<file path="src/rtl/mult_pkg.sv">
// Shared types and helpers for the multiplier operand path.
package mult_pkg;

    localparam int DW_DEFAULT = 32;

    // Default-width view of one conditioned operand; modules declare the same
    // shape at their own DW.
    typedef struct packed {
        logic [DW_DEFAULT-1:0] mag;
        logic                  sign;
        logic                  is_min;
    } sm_operand_t;

    // A zero product is always positive, whatever the operand signs.
    function automatic logic prod_sign(input logic sign_a, input logic sign_b,
                                       input logic nz_a,   input logic nz_b);
        return (sign_a ^ sign_b) & nz_a & nz_b;
    endfunction

endpackage

</file>
<file path="src/rtl/sign_mag_core.sv">
// Combinational two's-complement to sign-magnitude conversion of one operand.
module sign_mag_core #(
    parameter int DW = 32
) (
    input  logic [DW-1:0] x_i,
    input  logic          signed_i,
    output logic [DW-1:0] mag_o,
    output logic          sign_o,
    output logic          is_min_o
);

    localparam logic [DW-1:0] MIN_VAL = {1'b1, {(DW-1){1'b0}}};
    localparam logic [DW-1:0] ONE     = {{(DW-1){1'b0}}, 1'b1};

    // The most-negative value negates to itself, which is the right unsigned magnitude.
    always_comb begin
        sign_o   = signed_i & x_i[DW-1];
        mag_o    = sign_o ? (~x_i + ONE) : x_i;
        is_min_o = sign_o & (x_i == MIN_VAL);
    end

endmodule

</file>
<file path="src/rtl/operand_sign_cond.sv">
// Two-stage operand conditioner: raw operand pair in, sign-magnitude pair out,
// with a valid/ready handshake on both sides.
module operand_sign_cond
    import mult_pkg::*;
#(
    parameter int DW = DW_DEFAULT
) (
    input  logic          i_clk,
    input  logic          i_rst_n,
    input  logic          i_Valid,
    output logic          o_Ready,
    input  logic [DW-1:0] i_A,
    input  logic [DW-1:0] i_B,
    input  logic          i_Signed,
    output logic          o_Valid,
    input  logic          i_Ready,
    output logic [DW-1:0] o_MagA,
    output logic [DW-1:0] o_MagB,
    output logic          o_SignA,
    output logic          o_SignB,
    output logic          o_Signo,
    output logic          o_MinA,
    output logic          o_MinB
);

    typedef struct packed {
        logic [DW-1:0] mag;
        logic          sign;
        logic          is_min;
    } op_t;

    // Stage 1: raw operands as accepted
    logic          v1_q, v1_d;
    logic [DW-1:0] a_q, a_d;
    logic [DW-1:0] b_q, b_d;
    logic          sgn_q, sgn_d;

    // Stage 2: conditioned operands presented downstream
    logic          v2_q, v2_d;
    op_t           opa_q, opa_d;
    op_t           opb_q, opb_d;
    logic          signo_q, signo_d;

    logic          s1_load, s2_load, accept;
    logic [DW-1:0] mag_a_c, mag_b_c;
    logic          sign_a_c, sign_b_c, min_a_c, min_b_c;

    assign s2_load = !v2_q || i_Ready;
    assign s1_load = !v1_q || s2_load;
    assign accept  = i_Valid && s1_load;
    assign o_Ready = s1_load;

    sign_mag_core #(.DW(DW)) u_core_a (
        .x_i      (a_q),
        .signed_i (sgn_q),
        .mag_o    (mag_a_c),
        .sign_o   (sign_a_c),
        .is_min_o (min_a_c)
    );

    sign_mag_core #(.DW(DW)) u_core_b (
        .x_i      (b_q),
        .signed_i (sgn_q),
        .mag_o    (mag_b_c),
        .sign_o   (sign_b_c),
        .is_min_o (min_b_c)
    );

    always_comb begin
        v1_d    = v1_q;
        a_d     = a_q;
        b_d     = b_q;
        sgn_d   = sgn_q;
        v2_d    = v2_q;
        opa_d   = opa_q;
        opb_d   = opb_q;
        signo_d = signo_q;

        if (s1_load) begin
            v1_d = i_Valid;
        end
        if (accept) begin
            a_d   = i_A;
            b_d   = i_B;
            sgn_d = i_Signed;
        end

        // Bubbles move forward without disturbing the last delivered data.
        if (s2_load) begin
            v2_d = v1_q;
            if (v1_q) begin
                opa_d   = '{mag: mag_a_c, sign: sign_a_c, is_min: min_a_c};
                opb_d   = '{mag: mag_b_c, sign: sign_b_c, is_min: min_b_c};
                signo_d = prod_sign(sign_a_c, sign_b_c, |mag_a_c, |mag_b_c);
            end
        end
    end

    always_ff @(posedge i_clk) begin
        if (!i_rst_n) begin
            v1_q    <= 1'b0;
            a_q     <= '0;
            b_q     <= '0;
            sgn_q   <= 1'b0;
            v2_q    <= 1'b0;
            opa_q   <= '0;
            opb_q   <= '0;
            signo_q <= 1'b0;
        end else begin
            v1_q    <= v1_d;
            a_q     <= a_d;
            b_q     <= b_d;
            sgn_q   <= sgn_d;
            v2_q    <= v2_d;
            opa_q   <= opa_d;
            opb_q   <= opb_d;
            signo_q <= signo_d;
        end
    end

    assign o_Valid = v2_q;
    assign o_MagA  = opa_q.mag;
    assign o_MagB  = opb_q.mag;
    assign o_SignA = opa_q.sign;
    assign o_SignB = opb_q.sign;
    assign o_MinA  = opa_q.is_min;
    assign o_MinB  = opb_q.is_min;
    assign o_Signo = signo_q;

endmodule

</file>
<file path="config.mk">
export PLATFORM = sky130hd
export DESIGN_NAME = operand_sign_cond
export DESIGN_NICKNAME = d
export VERILOG_FILES = /design/src/rtl/mult_pkg.sv /design/src/rtl/sign_mag_core.sv /design/src/rtl/operand_sign_cond.sv
export SDC_FILE = /design/constraint.sdc
export NUM_CORES = 1
export LEC_CHECK = 0
export BUFFER_PORTS_ARGS = -buffer_cell sky130_fd_sc_hd__buf_4
export CAP_MARGIN = 20
export CORE_MARGIN = 1
export CORE_UTILIZATION = 35
export DETAILED_ROUTE_END_ITERATION = 7
export PLACE_DENSITY = 0.55
export SLEW_MARGIN = 20
export SYNTH_ARGS = -nofsm -noshare
export SYNTH_HDL_FRONTEND = slang
export SYNTH_SLANG_ARGS = --single-unit
</file>
<file path="constraint.sdc">
create_clock -name i_clk -period 3 [get_ports i_clk]
set_clock_uncertainty 0.2 [all_clocks]
set_input_delay 0.9 -clock i_clk [delete_from_list [all_inputs] [get_ports i_clk]]
set_output_delay 0.9 -clock i_clk [all_outputs]
set_load 0.01 [all_outputs]
</file>
* Word-level counts from Yosys, hierarchy flattened *
Index checks and enable logic that the tools add are counted.

storage, ports and cells
  word-level logic and storage cells = 35
  output and inout port bits = 71
  bits of input ports = 69
  register bits after elaboration = 136

operators by class
  add/sub/neg operators = 2
  muxes and demuxes = 2
  equal/unequal tests = 2
  reduce and logical (&&, ||, !) cells = 8
  bitwise operators = 9

operators by type and width
  operator                                       number
  adder 32 x 1 -> 32 bit, second input constant  2
  equality test 32 bit, second input constant    2
  two-way mux 32 bit                             2
  NOT 32 bit                                     2
  OR reduction 32 bit                            2
  bitwise AND 1 bit                              6
  zero test 1 bit                                2
  logical OR 1 bit                               2
  AND reduction 2 bit                            1
  logical AND 1 bit                              1
  bitwise XOR 1 bit                              1

* Logic depth before layout (Yosys ltp) *
  word-level depth = 6
  depth in mapped cells = 10
  mapped depth without buffers = 10

* Hierarchy *
Synthesis repeated with hierarchy kept, for this count alone.

unflattened totals
  cell total of the unflattened synthesis = 809
  area total of the unflattened synthesis = 6406.1 um2

modules (own cells, without submodules)
  module             seq. area each (um2)  area each (um2)  instances  cells an instance
  operand_sign_cond  2722.6                4842.1           1          615
  sign_mag_core      0.0                   782.0            2          97

* Least setup slack after synthesis *
No wires, ideal clock.

  path type = reg2reg
  start = reg b_q[3]
  end = reg signo_q (netlist: o_Signo)
  arrival time = 2204 ps
  cell stages (with the launch flop) = 10
  buffers on the path = 1
  slack = 467 ps
  library setup time = 129 ps
  required time = 2671 ps
  period minus slack after synthesis = 2533 ps
  cells stage by stage = dfxtp_1 > buf_2 > or4_4 > nor4_4 > a21oi_1 > o32ai_2 > nand4_1 > nor4_1 > a31o_1 > a31oi_1

on the way
  longest elaborated chain between the ends = 5

RTL lines
  item                    RTL line                  source
  start, declared         operand_sign_cond.sv:35   logic [DW-1:0] b_q, b_d;
  start signal, assigned  operand_sign_cond.sv:103  b_q <= '0;
  start signal, assigned  operand_sign_cond.sv:112  b_q <= b_d;
  NOT 32 bit              sign_mag_core.sv:18       mag_o = sign_o ? (~x_i + ONE) : x_i;
  adder 32 x 1 -> 32 bit  sign_mag_core.sv:18
  two-way mux 32 bit *    sign_mag_core.sv:18
  OR reduction 32 bit *   operand_sign_cond.sv:94   signo_d = prod_sign(sign_a_c, sign_b_c, |mag_a_c, |mag_b_c);
  bitwise AND 1 bit *     mult_pkg.sv:17            return (sign_a ^ sign_b) & nz_a & nz_b;
  end signal, assigned    operand_sign_cond.sv:117  signo_q <= signo_d;
  end, declared           operand_sign_cond.sv:42   logic signo_q, signo_d;

Mark *: on every way between the ends. The rest lies on a longest branch, timed or not.
A chain may end at the register's enable or synchronous reset.

* Worst setup path after layout *
  start = reg a_q[7]
  end = reg signo_q (netlist: o_Signo)

on the way
  longest elaborated chain between the ends = 6

RTL lines
  item                              RTL line                  source
  start, declared                   operand_sign_cond.sv:34   logic [DW-1:0] a_q, a_d;
  start signal, assigned            operand_sign_cond.sv:102  a_q <= '0;
  start signal, assigned            operand_sign_cond.sv:111  a_q <= a_d;
  NOT 32 bit                        sign_mag_core.sv:18
  adder 32 x 1 -> 32 bit            sign_mag_core.sv:18
  two-way mux 32 bit *              sign_mag_core.sv:18
  OR reduction 32 bit *             operand_sign_cond.sv:94
  bitwise AND 1 bit * (2 in a row)  mult_pkg.sv:17

Marks and branches as above.

==> flow_metrics.tcl <==
set metrics [dict create \
    status "completed" \
    power_density_nw_per_um2 543 \
    reg2reg_setup_slack_ns 0.23 \
    async_flop_share_pct 0 \
    critPathKind "flip-flop to flip-flop" \
    synth_fp_nets 990 \
    relSlewSlack_pct 52.3 \
    drt-pass1-iter-count 4 \
    start_util_pct 36.1 \
    p_int_uw 3750 \
    routedWlPerCell_um 16.3 \
    dr.first_iter.drc_count 308 \
    synthFlopType "dfxtp_1" \
    route.detailed.drc 0 \
    hold_viol 0 \
    worstSetupEndpointType "flip-flop" \
    ys_warn_count 0 \
    maxSlewViolCount 0 \
    reg2reg_to "o_Signo" \
    die_h_um 147 \
    switching_share_pct 26.9 \
    antenna_found_initial 0 \
    cts-root-buf "clkbuf_16" \
    ys_ff_latch 136 \
    worstSetupStartpointType "flip-flop" \
    syn-cell-area_um2 7380 \
    rows 52 \
    crit_arrival_ns 2.86 \
    worst_setup_path_endpoint "o_Signo" \
    min_period_ns 2.77 \
    clk_path_buf_depth 2 \
    leakage_uw 0.00427 \
    seq_power_share_pct 39.8 \
    drive_gt1_share_pct 22.6 \
    post-route-cell-area_um2 9440 \
    syn_avg_cell_area_um2 8.04 \
    final_nets 1103 \
    insertion_delay_ns 0.43 \
    grt_use_total_pct 19.9 \
    synthDistinctLibCells 63 \
    setup_viol 0 \
    syn_inst 917 \
    fmax_mhz 361 \
    ant_nets 0 \
    worstMarginPinSlew_ns 0.709 \
    ir_drop_mv 0.431 \
    synth_edf_count 0 \
    fin_crit_sh_pct 92.4 \
    pwr-share-clk_pct 43.8 \
    combPwrFrac_pct 16.5 \
    holdBufCountCts 0 \
    place_area_um2 8770 \
    setup_tns_ns 0 \
    grt_pass1_vias 6532 \
    grt_max_degree 137 \
    reg2reg_depth 8 \
    switchingPower_uw 1380 \
    hpwl_um 15100 \
    coreArea_um2 20400 \
    dieArea_um2 21700 \
    die_w_um 147 \
    htreeDepth 4 \
    cts_tree "yes" \
    gp_congestion 0.897 \
    hold_class "flip-flop to flip-flop" \
    via_count 6816 \
    r2r-start "a_q[7]" \
    wirelength_um 21400 \
    ys_seq_area_share_pct 36.9 \
    max_cap_viol_count 0 \
    portBuffers 139 \
    gr-total-overflow 0 \
    num_antenna_cells 0 \
    rsz0062_at_grt "no" \
    clk_pin_slew_worst_paths_ns 0.06 \
    vias_per_cell 5.20 \
    cts-buffers-inserted 17 \
    required_ns 3.09 \
    area_delta_synth_final_pct 28.0 \
    grt_pass1_wl_um 34200 \
    startpoint "a_q[7]" \
    io_pins 140 \
    cts_sinks 136 \
    path_max_fanout 7 \
]
==> synth_stat cells (all sizes together), types with 10 or more instances <==
cell type / number / share of area, %
xnor2: 35 / 4.2
nand2: 238 / 12
clkbuf: 64 / 3.3
nor4: 20 / 2.8
buf: 17 / 1.2
xor2: 23 / 2.7
nand4: 11 / 1.2
a21boi: 73 / 7.4
o21ai: 17 / 1.2
o211a: 56 / 7.6
nor3: 14 / 1.2
a21oi: 31 / 2.1
nor2: 44 / 2.2
nand3: 19 / 1.3
dfxtp: 136 / 37
inv: 10 / 0.51
==> how the worst min path moves through the flow <==
stage / startpoint / end / cells past startpoint / slack, ns
after global routing: o_MinB / o_MinB / 2 / 0.30
after CTS: o_MagA[0] / o_MagA[0] / 2 / 0.27
after global placement: o_MagA[0] / o_MagA[0] / 2 / 0.26
final: o_MagA[0] / o_MagA[0] / 2 / 0.26
after detailed placement: o_MagA[0] / o_MagA[0] / 2 / 0.26
after floorplan: b_q[30] / b_q[30] / 2 / 0.26
==> sequential cells by signal, summed over array words and instances (netlist names), 32 cells and up <==
name and count:
a_q 32, o_MagB 32, b_q 32, o_MagA 32
==> stage by stage <==
stage	setup slack, ns	instances	hold WS, ns	total power, uW	utilization, %
2_1_floorplan	0.467	917	0.263	2560	-
6_report	0.228	1312	0.262	5130	46.2
5_1_grt	0.00216	1312	0.298	5360	46.2
4_1_cts	0.189	1311	0.266	5170	46.0
3_5_place_dp	0.199	1280	0.258	2910	42.9
3_3_place_gp	0.280	1280	0.256	2910	42.9
==> power by group through the flow <==
stage,combinational [uW],clock (uW),sequential [uW]
after CTS,842,2290,2040
after global routing,928,2370,2050
after detailed placement,838,0,2070
final,845,2240,2040
after floorplan,514,0,2050
after global placement,836,0,2070
==> critical path: stages (launching register included) <==
cell	delay [ns]
dfxtp_1	0.37
or4_1	0.56
or4_1	0.41
o21ai_1	0.17
xor2_1	0.20
and3_1	0.17
nand4_1	0.11
nor4_1	0.31
a31oi_1	0.14
==> logic make-up after synthesis <==
| group | Yosys count | synth area share (%) |
|---|---|---|
| AND/OR/NAND/NOR | 398 | 26.0 |
| AO/OA/AOI/OAI | 222 | 23.5 |
| flip-flops | 136 | 36.9 |
| buffers and inverters | 91 | 4.95 |
| XOR/XNOR | 58 | 6.89 |
| multiplexers | 8 | 1.10 |
| adder cells (fa/ha/maj) | 4 | 0.678 |
==> final cells by class <==
class                           instances  area, um^2
Clock buffer                           20         457
Clock inverter                         11         171
Fill cell                            2100       11000
Inverter                               10        37.5
Multi-Input combinational cell        690        4330
Sequential cell                       136        2730
Tap cell                              270         338
Timing Repair Buffer                  175        1380
==> layout by cell type (no fill, tap or decap), drive strengths merged, types with 8 or more instances in the layout <==
master,count
nand2,238
buf,175
dfxtp,136
a21boi,73
o211a,56
nor2,44
xnor2,35
a21oi,31
xor2,23
clkbuf,20
nor4,20
nand3,19
o21ai,17
nor3,14
inv,11
nand4,11
a31oi,9
o32ai,8
o41ai,8
==> per-layer routing <==
layer | vias up | track usage [%] | wire length, um
met5 | - | 0 | 0
met4 | 0 | 5.98 | 257
met3 | 19 | 3.60 | 846
met2 | 135 | 32.9 | 10200
met1 | 3245 | 26.3 | 10100
li1 | 3417 | - | -
==> timing repair <==
action | CTS | global route
gates resized for setup | 0 | 6
buffers inserted | 0 | 1
setup endpoints to repair | 0 | 1
(Power assumes the default switching activity.)
